$ cat src/rtl/reg_file_wb.sv
// Register file with a one-entry writeback stage: writes are captured on one edge and committed on the next.
// Reads are combinational and forward the pending entry so the newest value is always visible.
module reg_file_wb #(
   parameter int DATA_W = 8,
   parameter int ADDR_W = 3
) (
   input  logic              CLK,
   input  logic              RESET,
   input  logic [DATA_W-1:0] IN,
   input  logic [ADDR_W-1:0] INADDRESS,
   input  logic              WRITE,
   input  logic [ADDR_W-1:0] OUT1ADDRESS,
   input  logic [ADDR_W-1:0] OUT2ADDRESS,
   output logic [DATA_W-1:0] OUT1,
   output logic [DATA_W-1:0] OUT2,
   output logic              PENDING
);

   localparam int DEPTH = 2 ** ADDR_W;

   logic [DATA_W-1:0] regs_reg [DEPTH];
   logic [DATA_W-1:0] wb_data_reg;
   logic [ADDR_W-1:0] wb_addr_reg;
   logic              wb_valid_reg;

   // Writeback stage: a new capture and the commit of the previous entry share an edge.
   always_ff @(posedge CLK or posedge RESET) begin
      if (RESET) begin
         wb_data_reg  <= '0;
         wb_addr_reg  <= '0;
         wb_valid_reg <= 1'b0;
      end else if (WRITE) begin
         wb_data_reg  <= IN;
         wb_addr_reg  <= INADDRESS;
         wb_valid_reg <= 1'b1;
      end else begin
         wb_valid_reg <= 1'b0;
      end
   end

   genvar gi;
   generate
      for (gi = 0; gi < DEPTH; gi++) begin : g_reg
         always_ff @(posedge CLK or posedge RESET) begin
            if (RESET) begin
               regs_reg[gi] <= '0;
            end else if (wb_valid_reg && (wb_addr_reg == ADDR_W'(gi))) begin
               regs_reg[gi] <= wb_data_reg;
            end
         end
      end
   endgenerate

   // Each port forwards independently from the pending entry.
   always_comb begin
      OUT1 = regs_reg[OUT1ADDRESS];
      OUT2 = regs_reg[OUT2ADDRESS];
      if (wb_valid_reg && (OUT1ADDRESS == wb_addr_reg)) begin
         OUT1 = wb_data_reg;
      end
      if (wb_valid_reg && (OUT2ADDRESS == wb_addr_reg)) begin
         OUT2 = wb_data_reg;
      end
   end

   assign PENDING = wb_valid_reg;

endmodule
$ cat config.mk
export PLATFORM = sky130hd
export DESIGN_NAME = reg_file_wb
export DESIGN_NICKNAME = d
export VERILOG_FILES = /design/src/rtl/reg_file_wb.sv
export SDC_FILE = /design/constraint.sdc
export NUM_CORES = 1
export LEC_CHECK = 0
export ABC_AREA = 0
export CAP_MARGIN = 20
export CORE_UTILIZATION = 52
export CTS_CLUSTER_SIZE = 10
export DETAILED_ROUTE_END_ITERATION = 8
export GPL_TIMING_DRIVEN = 0
export PLACE_DENSITY_LB_ADDON = 0.25
export REMOVE_ABC_BUFFERS = 1
export SKIP_LAST_GASP = 1
export SYNTH_ARGS = -nofsm -noshare
export SYNTH_HDL_FRONTEND = slang
export SYNTH_SLANG_ARGS = --single-unit
$ cat constraint.sdc
create_clock -name CLK -period 3.5 [get_ports CLK]
set_clock_uncertainty 0.1 [all_clocks]
set_input_delay 1.05 -clock CLK [delete_from_list [all_inputs] [get_ports CLK]]
set_output_delay 1.05 -clock CLK [all_outputs]
set_load 0.02 [all_outputs]
==> out/results.env, run 1 <==
GRT_SETUP_UNREPAIRED='true'
CORE.ROWCOUNT=32
MAX_CLOCK_FREQ_MHz=276
WORSTHOLDPATHTYPE='reg -> reg'
DP_HPWL_UM=5450
ROUTE.VIAS.TOTAL=2462
REMAINING_DRC_ERRORS=0
CAP_VIOLATIONS=0
ANT_NETS=0
VIOLATIONS='setup timing'
SYNTH_COMPOUND_GATE_AREA_SHARE=0
CRITICAL_PATH.CELL_CHAIN='buf_16 -> buf_12 -> mux4_2 -> mux2_2 -> mux2_4 -> buf_6'
CRITPATHBUFINV=3
SYN_INST=257
CTS-HOLD-FIX-BUFFERS=0
LEAKAGEPOWER_nW=2.20
OUTCOME='finished with violations'
DPL_CELL_AREA_UM2=4620
DESIGN.PORTCOUNT=37
P_PER_AREA_nW_PER_UM2=690
DIE_HEIGHT_UM=92.1
FINAL-INSTANCE-COUNT-EXCL-FILL=404
CTS.SINK_COUNT=76
FINAL_MAX_SLEW_VIOL_COUNT=0
CLKTRANSATPATHREGS_NS=0.08
DIE-AREA_UM2=8480
ANTENNA-DIODE-COUNT=0
PATH_CLASS='in -> out'
FIRST_GLOBAL_VIAS=2564
LEADING_CELL_TYPES_IN_THE_LAYOUT_FILL_AND_TAPS_EXCLUDED='sky130_fd_sc_hd__dfrtp_1 (76), sky130_fd_sc_hd__mux2_1 (67), sky130_fd_sc_hd__mux4_2 (30)'
YOSYSTOPAREACELL='sky130_fd_sc_hd__dfrtp_1'
SYNTH-SEQ-CELLS=76
PATH_MAX_FANOUT=5
WORST_HOLD_PATH.NUM_CELLS=1
REPORT.FINAL.HOLD_VIOL_COUNT=0
CRITICAL_PATH.STARTPOINT_TYPE='primary input'
DETAILEDROUTE.FIRSTITERATIONVIOLATIONS=144
TRITONCTS.NUM_BUFFERS=9
LARGEST_REGISTER_FFS=64
SLEW_HEADROOM=0.365
FLOW.AREA_GROWTH_FROM_SYNTHESIS_PCT=22.5
PORT_BUFFERS=36
SYNTH.TOP_CELLS.BY_AREA='sky130_fd_sc_hd__dfrtp_1 (45%), sky130_fd_sc_hd__mux2_1 (18%), sky130_fd_sc_hd__mux4_1 (11%), sky130_fd_sc_hd__mux2_2 (10%), sky130_fd_sc_hd__mux4_2 (7.5%)'
CTS.ROOT.BUFFER_CELL='sky130_fd_sc_hd__clkbuf_8'
ARRIVAL_NS=2.47
CRITICAL_PATH.SLOWEST_CELL='sky130_fd_sc_hd__mux4_2'
NUMPLACEDINSTANCES=375
FINISH.INSTANCE_AREA_UM2=5170
SETUP_VIOL_COUNT_FINAL=16
MIN_PERIOD_NS=3.62
FINAL.SETUP.TNS_NS=-1.35
SYNTH_AREA_UM2=4220
CPPEAKSTAGEDELAY_NS=0.49
FINALNETCOUNT=317
CORE_REGION_AREA_UM2=7810
CELL_VARIETY_AFTER_SYNTH=19
ITERATION_COUNT_OF_THE_INITIAL_DETAILED_ROUTING_PASS=4
TIMING.FINAL.WS_SETUP_NS=-0.122
SYNTH.YOSYS.SEQ_AREA_SHARE=0.451
MOST_FREQUENT_STANDARD_CELL_IN_THE_LAYOUT_EXCLUDING_FILL_AND_TAP_CELLS='sky130_fd_sc_hd__dfrtp_1'
POST_DRT_VIA_CELL_RATIO=6.09
INITIAL_UTILIZATION=0.541
MAX_SLEW.WORST_PIN.SLEW_NS=0.947
POSTSYNTHAREAPERCELL_UM2=16.4
GRT_MAX_DEGREE=57
VDD_DROP_MAX_uV=424
SYNTH_MUX_AREA_FRAC=0.474
SYNTHADDERAREAFRAC=0
GRT_PASS1_WL_UM=15200
AREA_SHARE_OF_XOR_XNOR_CELLS_IN_THE_SYNTHESIZED_DESIGN=0.0124
NFILLCELLS=578
TRITONCTS='done'
MULTI_INPUT_AREA_UM2=2190
SYNTH.TOP_CELL.AREA_SHARE=0.451
GLOBALROUTETOTALUTIL=0.254
REQ_TIME_CRIT_PATH_NS=2.35
SYNTH-SIMPLE-AREA-SHARE=0.0267
FIN_CRIT_SH=1.03
CLOCKBUFFERDEPTH=2
REGISTER_AREA_UM2=1900
PATH_DELAY_FAMILY='multiplexers'
FINALWEIGHTEDCONGESTION=0.718
CLOCK_TREE.HTREE_LEVEL_COUNT=3
FP.DIEW_UM=92.1
CRITPATHCAPTURETYPE='output port'
POST_ROUTE_CELLS_DRIVE_ABOVE_1_SHARE=0.427
TOTAL_NUMBER_OF_YOSYS_WARNINGS=0
REG2REGPATHDEPTH=3
CP_NUM_CELLS=6
INITIAL_ANTENNA_VIOLATION_COUNT=0
OVERALL_OVERFLOW_REMAINING_AFTER_GLOBAL_ROUTE=0
ROUTED_WIRE_LENGTH_PER_INSTANCE_UM=23.8
CLOCK_INSERTION_DELAY_WORST_SKEW_NS=0.37
WIRELENGTH_UM=9630
COMBINATIONAL_FAMILY_WITH_THE_MOST_AREA_AFTER_SYNTHESIS='multiplexers'
metrics by stage:
step | power (mW) | util | hold WS (ns) | setup WS (ns)
final | 3.57 | 0.662 | 0.414 | -0.122
after global routing | 3.74 | 0.662 | 0.434 | -0.145
after CTS | 3.52 | 0.653 | 0.412 | -0.120
after detailed placement | 2.51 | 0.592 | 0.383 | -1.68
after global placement | 2.45 | 0.584 | 0.374 | -1.88
after floorplan | 2.12 | - | 0.363 | 0.219
metal layers:
layer  GRT usage  vias up  wire [µm]
li1            -     1068          -
met1       0.351     1315       4210
met2       0.402       67       4780
met3      0.0464       12        480
met4      0.0990        0        161
met5           0        -          0
cell type report:
| class | count | share of cell area |
|---|---|---|
| Inverter | 1 | 0.00121 |
| Clock inverter | 6 | 0.0264 |
| Multi-Input combinational cell | 157 | 0.424 |
| Sequential cell | 76 | 0.368 |
| Tap cell | 102 | 0.0247 |
| Timing Repair Buffer | 52 | 0.131 |
| Clock buffer | 10 | 0.0247 |
kinds of logic (layout without fill, tap and decap cells):
logic type | Yosys count | after routing
XOR/XNOR | 6 | 6
buffers and inverters | 24 | 69
flip-flops | 76 | 76
multiplexers | 139 | 139
AND/OR/NAND/NOR | 12 | 12
worst paths after layout:
kind                                startpoint  slack [ns]            to
worst min register to register    regs_reg[45]        0.41  regs_reg[45]
max in group asynchronous                RESET        1.84  regs_reg[47]
worst max register to register  wb_addr_reg[2]        1.32  regs_reg[63]
min in group asynchronous                RESET        0.88  regs_reg[25]
worst max-delay path            OUT2ADDRESS[0]       -0.12       OUT2[0]
worst min-delay path              regs_reg[45]        0.41  regs_reg[45]
synthesized netlist by cell type, drive strengths merged:
| library cell | instances |
|---|---|
| nand2 | 1 |
| mux4 | 32 |
| clkbuf | 14 |
| nor3 | 2 |
| inv | 1 |
| nand4b | 3 |
| mux2 | 107 |
| nor3b | 2 |
| buf | 9 |
| xnor2 | 6 |
| nand2b | 1 |
| nand4 | 3 |
| dfrtp | 76 |
power by group:
part	leakage, nW	switching (mW)	internal, mW
registers	0.910	0.252	1.18
clock network	0.127	0.348	0.547
logic	1.17	0.432	0.810
what timing repair did:
action,4_1_cts,5_1_grt
resized for setup,167,17
pin swaps,2,0
gates cloned,4,0
setup buffers,6,3
setup endpoints to repair,16,16
worst reg2reg max path: stages, from the launching register on:
cell and delay, ns:
sky130_fd_sc_hd__dfrtp_1 0.51, sky130_fd_sc_hd__nand2b_1 0.31, sky130_fd_sc_hd__nor3_2 0.76, sky130_fd_sc_hd__mux2_1 0.39
Note: power is estimated with default switching activity, not from simulation.
==> inputs of run 2 (changes only) <==
- SETUP_SLACK_MARGIN: unset -> 0.4
- clock period: 3.5 -> 3 ns (I/O delays scaled with it)
==> run 2 against run 1 <==
Compared with the run above: the flow still finishes with violations (setup timing); sequential share of layout area down 0.23 points; flip-flop and latch count is the same; register-to-register slack worse by 0.49 ns; sequential power rose by 17%; hold slack improved by 0.0020 ns; largest cell class unchanged.
==> out/results.env, run 2 (synthesized netlist as in run 1, its figures left out) <==
REQ_TIME_CRIT_PATH_NS=2.00  # -0.35 ns
CORE_REGION_AREA_UM2=7810  # unchanged
MAX_SLEW.WORST_PIN.SLEW_NS=0.935  # -0.0117 ns
P_CLK_FRAC=0.250  # about the same
FIN_CRIT_SH=1.10
FLOW.AREA_GROWTH_FROM_SYNTHESIS_PCT=23.2
ROUTED_WIRE_LENGTH_PER_INSTANCE_UM=23.6  # -0.92%
CRITICAL_PATH.CELL_CHAIN='buf_16 -> buf_12 -> mux4_2 -> mux2_2 -> mux2_4 -> buf_6'
WORSTHOLDPATHTYPE='reg -> reg'
FINAL_MAX_SLEW_VIOL_COUNT=0  # unchanged
PWR-SHARE-SEQ=0.400  # about the same
CLOCK_TREE.HTREE_LEVEL_COUNT=3  # unchanged
DESIGN.PORTCOUNT=37  # unchanged
COMBPWRFRAC=0.351  # +0.003
HOLD_WS_NS=0.416  # +0.00205 ns
PORT_BUFFERS=36  # unchanged
INITIAL_ANTENNA_VIOLATION_COUNT=0  # unchanged
POST_DRT_VIA_CELL_RATIO=6.08  # -0.29%
OVERALL_OVERFLOW_REMAINING_AFTER_GLOBAL_ROUTE=0  # unchanged
CPPEAKSTAGEDELAY_NS=0.49  # about the same
VDD_DROP_MAX_uV=496  # +17%
TRITONCTS.NUM_BUFFERS=9  # unchanged
SWITCHING_POWER_mW=1.20  # +17%
ROUTE.VIAS.TOTAL=2467  # +0.20%
MAX_CLOCK_FREQ_MHz=302
POST_ROUTE_CELLS_DRIVE_ABOVE_1_SHARE=0.434  # +0.00706
CRITICAL_PATH.STARTPOINT_TYPE='primary input'
PATH_MAX_FANOUT=5  # unchanged
PATH_CLASS='in -> out'
CORE.ROWCOUNT=32  # unchanged
GRT_PASS1_WL_UM=15300  # +0.41%
SETUP_VIOL_COUNT_FINAL=16  # unchanged
CLKTRANSATPATHREGS_NS=0.08  # about the same
GRT_SETUP_UNREPAIRED='true'
SLEW_HEADROOM=0.373  # +0.00784
ANTENNA-DIODE-COUNT=0  # unchanged
DIE-AREA_UM2=8480  # unchanged
TRITONCTS='done'
MOST_FREQUENT_STANDARD_CELL_IN_THE_LAYOUT_EXCLUDING_FILL_AND_TAP_CELLS='sky130_fd_sc_hd__dfrtp_1'
ITERATION_COUNT_OF_THE_INITIAL_DETAILED_ROUTING_PASS=4  # unchanged
CTS.SINK_COUNT=76  # unchanged
LEAKAGEPOWER_nW=2.22  # +0.87%
VIOLATIONS='setup timing'
DP_HPWL_UM=5450  # unchanged
FIRST_GLOBAL_VIAS=2595  # +1.2%
CLOCK_INSERTION_DELAY_WORST_SKEW_NS=0.37  # about the same
ARRIVAL_NS=2.31  # -0.16 ns
GRT_MAX_DEGREE=57  # unchanged
OUTCOME='finished with violations'
WIRELENGTH_UM=9590  # -0.43%
FINAL-INSTANCE-COUNT-EXCL-FILL=406  # +0.50%
ANT_NETS=0  # unchanged
TIMING.FINAL.WS_SETUP_NS=-0.314  # -0.192 ns
DETAILEDROUTE.FIRSTITERATIONVIOLATIONS=155  # +7.6%
CRITPATHCAPTURETYPE='output port'
LARGEST_REGISTER_FFS=64  # unchanged
REMAINING_DRC_ERRORS=0  # unchanged
GLOBALROUTETOTALUTIL=0.256  # +0.00145
DPL_CELL_AREA_UM2=4620  # unchanged
MIN_PERIOD_NS=3.31
PATH_DELAY_FAMILY='multiplexers'
LEADING_CELL_TYPES_IN_THE_LAYOUT_FILL_AND_TAPS_EXCLUDED='sky130_fd_sc_hd__dfrtp_1 (76), sky130_fd_sc_hd__mux2_1 (67), sky130_fd_sc_hd__mux4_2 (31)'
FINALNETCOUNT=319  # +0.63%
FINALWEIGHTEDCONGESTION=0.718  # unchanged
FINISH.INSTANCE_AREA_UM2=5200  # +0.63%
NUMPLACEDINSTANCES=375  # unchanged
CAP_VIOLATIONS=0  # unchanged
CTS.ROOT.BUFFER_CELL='sky130_fd_sc_hd__clkbuf_8'
P_SW_FRAC=0.288  # -0.00110
CLOCKBUFFERDEPTH=2  # unchanged
CRITICAL_PATH.SLOWEST_CELL='sky130_fd_sc_hd__mux4_2'
FP.DIEW_UM=92.1  # unchanged
POST-PLACE-WS_NS=-1.88  # -0.200 ns
INITIAL_UTILIZATION=0.541  # unchanged
P_PER_AREA_nW_PER_UM2=804  # +16%
CRITPATHBUFINV=3  # unchanged
P_INT_mW=2.98  # +17%
DIE_HEIGHT_UM=92.1  # unchanged
REPORT.FINAL.HOLD_VIOL_COUNT=0  # unchanged
## run 2: cell types whose count changed in the layout (fill, tap and decap cells not counted)
cell	change
sky130_fd_sc_hd__buf_2	-1
sky130_fd_sc_hd__buf_6	+3
sky130_fd_sc_hd__mux2_2	-2
sky130_fd_sc_hd__mux2_4	+2
sky130_fd_sc_hd__mux4_1	-1
sky130_fd_sc_hd__mux4_2	+1
## run 2: final cells by class
class / instances / area [µm²]
fill: 571 / 2610
multi-input combinational: 157 / 2200
sequential: 76 / 1900
timing repair buffer: 54 / 707
clock inverter: 6 / 136
clock buffer: 10 / 128
tap: 102 / 128
inverter: 1 / 6.26
## run 2: path summary, 6_finish.rpt
check | to | from | slack, ns | cells after the start
setup / recovery | OUT2[0] | OUT2ADDRESS[0] | -0.31 | 6
hold / removal | regs_reg[45] | regs_reg[45] | 0.42 | 1
setup reg to reg | regs_reg[61] | wb_addr_reg[2] | 0.83 | 3
hold reg to reg | regs_reg[45] | regs_reg[45] | 0.42 | 1
max in group asynchronous | regs_reg[63] | RESET | 1.50 | 3
min in group asynchronous | wb_data_reg[2] | RESET | 0.73 | 2
## run 2: layer usage
layer  wire length (µm)  up-vias  track usage
met2               4840       79        0.409
li1                   -     1075            -
met5                  0        -            0
met3                614       11       0.0514
met4                158        0        0.102
met1               3970     1302        0.345
## run 2: power by group through the flow
| stage | sequential [mW] | combinational (mW) | clock, mW |
|---|---|---|---|
| floorplan | 1.56 | 0.913 | 0 |
| global placement | 1.63 | 1.23 | 0 |
| detailed placement | 1.65 | 1.27 | 0 |
| CTS | 1.65 | 1.45 | 1.05 |
| global route | 1.72 | 1.56 | 1.10 |
| finish | 1.67 | 1.47 | 1.04 |
## run 2: timing repair
item                       CTS  global route
setup endpoints to repair   16            16
pin swaps                    2             1
gates resized for setup    182             9
hold buffers                 0             0
cloned                       4             0
buffers inserted             8             3
## run 2: through the flow
stage	utilization	setup TNS, ns	total power, mW
3_5_place_dp	0.592	-29.21	2.93
2_1_floorplan	-	0	2.47
5_1_grt	0.666	-4.89	4.38
4_1_cts	0.659	-4.31	4.16
3_3_place_gp	0.584	-124.17	2.86
6_report	0.666	-4.49	4.18
==> edit (config.mk and constraints of run 2) <==
Change the parameter `DATA_W` from 8 to 12.
--- a/src/rtl/reg_file_wb.sv
+++ b/src/rtl/reg_file_wb.sv
@@ -3,3 +3,3 @@
 module reg_file_wb #(
-   parameter int DATA_W = 8,
+   parameter int DATA_W = 12,
    parameter int ADDR_W = 3
Ports: changed (resized IN, OUT1 and OUT2); port bits go from 37 to 49. No check against the original RTL was run, so the function may have changed too.
==> edit against run 2 <==
- the run still ends with setup timing left
- largest cell class unchanged
- sequential cell count grew 36
- power grew 44%
- final area grew 47%
- first-iteration DRC count grew 61%
- routed wire length grew 56%
- synthesized cell count grew 48%
- critical endpoint is now OUT2[5]
- worst hold slack gained 0.011 ns
- worst setup slack lost 0.0063 ns
- critical path depth shrank 1
- critical path type unchanged
- synthesized area grew 50%
- count of clock-buffer cells in the layout grew 2
==> edit: results (changes against run 2) <==
Yosys:
- Top cells by area in the synthesized netlist: dfrtp_1 44%, mux2_2 25%, mux4_1 15%, mux2_4 4.3%, mux4_2 3.2% (was dfrtp_1 45%, mux2_1 18%, mux4_1 11%, mux2_2 10%, mux4_2 7.5%).
- The fraction of the yosys area taken by sequential cells is 44.2% (was 45.1%).
- The xor and xnor area share after synthesis is 0.829% (was 1.24%).
- The yosys synthesis warning count is 0 (unchanged).
- Cell types with the highest counts after synthesis: 141 x mux2_2, 112 x dfrtp_1, 37 x mux4_1 (was 76 x dfrtp_1, 67 x mux2_1, 38 x mux2_2).
- The count of unique library cells instantiated by Yosys is 23 (was 19).
- The multiplexer share of the synthesized area was 48.7% (was 47.4%).

Drt:
- The sum of met3 wire segment lengths after detailed routing was 891 um (was 614 um).
- The first-pass iteration count of the detailed router is 4 (unchanged).
- The via-per-instance ratio is 6.34 (was 6.08).
- The detailed-routing wirelength on met1 is 6430 um (was 3970 um).
- The number of DRC violations after detailed-routing iteration 0 is 250 (was 155).
- The top metal layer carrying routed signals is met4 (unchanged).
- The average routed wire per standard cell is 25.8 um (was 23.6 um).
- The routed length on met2 was 7270 um (was 4840 um).

Setup path:
- The endpoint of the most critical setup path is OUT2[5] (was OUT2[0]).
- The startpoint of the worst-slack reg-to-reg timing path is wb_addr_reg[0] (was wb_addr_reg[2]).
- The endpoint of the most critical register-to-register path is regs_reg[7] (was regs_reg[61]).
- The worst reg2reg path depth was 2 (was 3).
- STA puts the critical path data arrival time at 2.32 ns.
- The slowest cell on the critical path is mux4_4 (was mux4_2).
- The peak fanout along the critical path is 7 (was 5).
- The highest cell delay on the worst timing path is 0.63 ns (was 0.49 ns).
- The internal reg-to-reg setup slack is 0.66 ns (was 0.83 ns).

Placed design:
- The placed cell area is 6820 um2 (was 4620 um2).
- The final RePlAce weighted congestion is 0.740 (was 0.718).
- The count of input and output buffers is 48 (was 36).
- The placed wire-length estimate after detailed placement is 8310 um (was 5450 um).

Final layout:
- The final net count is 454 (was 319).
- The share of layout cells above drive strength 1 is 65.3% (was 43.4%).
- The flip-flop count of the largest register, all copies and words added is 96 (was 64).
- The total of fill cells in the finished design is 817 (was 571).

CTS:
- The cell at the root of the clock tree is clkbuf_16 (was clkbuf_8).
- The clock latency on the worst-skew pair is 0.35 ns (was 0.37 ns).
- The clock tree from TritonCTS is yes (unchanged).

Timing:
- The worst-margin pin slew is 1.06 ns (was 0.935 ns).
- The final worst slack was -0.320 ns (was -0.314 ns).
- The worst hold margin is 0.427 ns (was 0.416 ns).
- The number of setup violations in the final report is 24 (was 16).
- The sum of negative setup slack is -6.46 ns (was -4.49 ns).

Global route:
- The first-pass GRT wire length came to 23,500 um (was 15,300 um).
- The overall track demand over capacity in global routing is 25.8% (was 25.6%).
- The largest net degree at the start of global routing is 67 (was 57).
- The via count of the first global-routing pass was 3,860 (was 2,595).

Pwr:
- The leakage power summed over all cells is 3.30 nW (was 2.22 nW).
- The maximum resistive drop on vdd came to 0.438 mV (was 0.496 mV).

Outcome:
- Violated checks: setup timing (unchanged).
- Outcome: complete, but fails checks (unchanged).
[edit: changes by cell type in the layout (fill, tap and decap cells not counted), moves of 3 or more]
cell,delta
clkbuf_8,-7
clkdlybuf4s50_1,+3
mux2_4,+15
clkbuf_16,+9
mux4_2,+5
mux4_1,+9
buf_6,+12
buf_4,+5
mux2_2,+104
buf_8,+6
buf_16,+3
mux2_1,-67
bufinv_16,-3
dfrtp_1,+35
[edit: stage by stage]
step	worst slack (ns)	instances	utilization (%)
after floorplan	-0.959	338	-
after global placement	-3.04	529	57.3
after detailed placement	-2.06	537	58.5
after CTS	-0.329	574	64.7
after global routing	-0.347	578	65.4
final	-0.320	578	65.4
[edit: worst max-delay path, delay by kind of cell]
kind,cells,cell delay (ns)
buf+inv,2,0.24
mux,3,1.18
[edit: worst min path at each step]
stage / start / to / cells past startpoint
finish: regs_reg[52] / regs_reg[52] / 1
detailed placement: regs_reg[31] / regs_reg[31] / 1
global placement: regs_reg[30] / regs_reg[30] / 1
floorplan: regs_reg[28] / regs_reg[28] / 1
global route: regs_reg[17] / regs_reg[17] / 1
CTS: regs_reg[17] / regs_reg[17] / 1
[edit: metal layers]
metal | global-route usage, % | up-vias
met5 | 0 | -
met1 | 36.1 | 1957
li1 | - | 1571
met3 | 5.89 | 18
met4 | 10.3 | 0
met2 | 39.6 | 120
[edit: cell type report]
type	instances	area [um2]	area share, %
well taps	143	179	2.35
flip-flops and latches	112	2800	36.8
multi-input cells	225	3250	42.6
clock inverters	4	52.6	0.689
inverters	1	6.26	0.0821
repair buffers	81	1070	14.1
clock buffers	12	256	3.36
[edit: cell families (layout without fill, tap and decap cells)]
logic type	count (synthesis)	count (layout)
flip-flops	112	112
buffers and inverters	43	98
multiplexers	207	207
XOR/XNOR	6	6
AND/OR/NAND/NOR	12	12
[edit: repair_timing]
action                     in CTS  in global routing
pin swaps                       3                  0
setup endpoints to repair      24                 25
setup buffers                  15                  4
gates resized for setup       231                 21
cloned                          6                  0
[edit: report_power, final]
group / switching [mW] / total (mW) / internal, mW
logic: 0.753 / 2.31 / 1.56
clock network: 0.543 / 1.24 / 0.696
registers: 0.443 / 2.48 / 2.04
total: 1.74 / 6.03 / 4.29
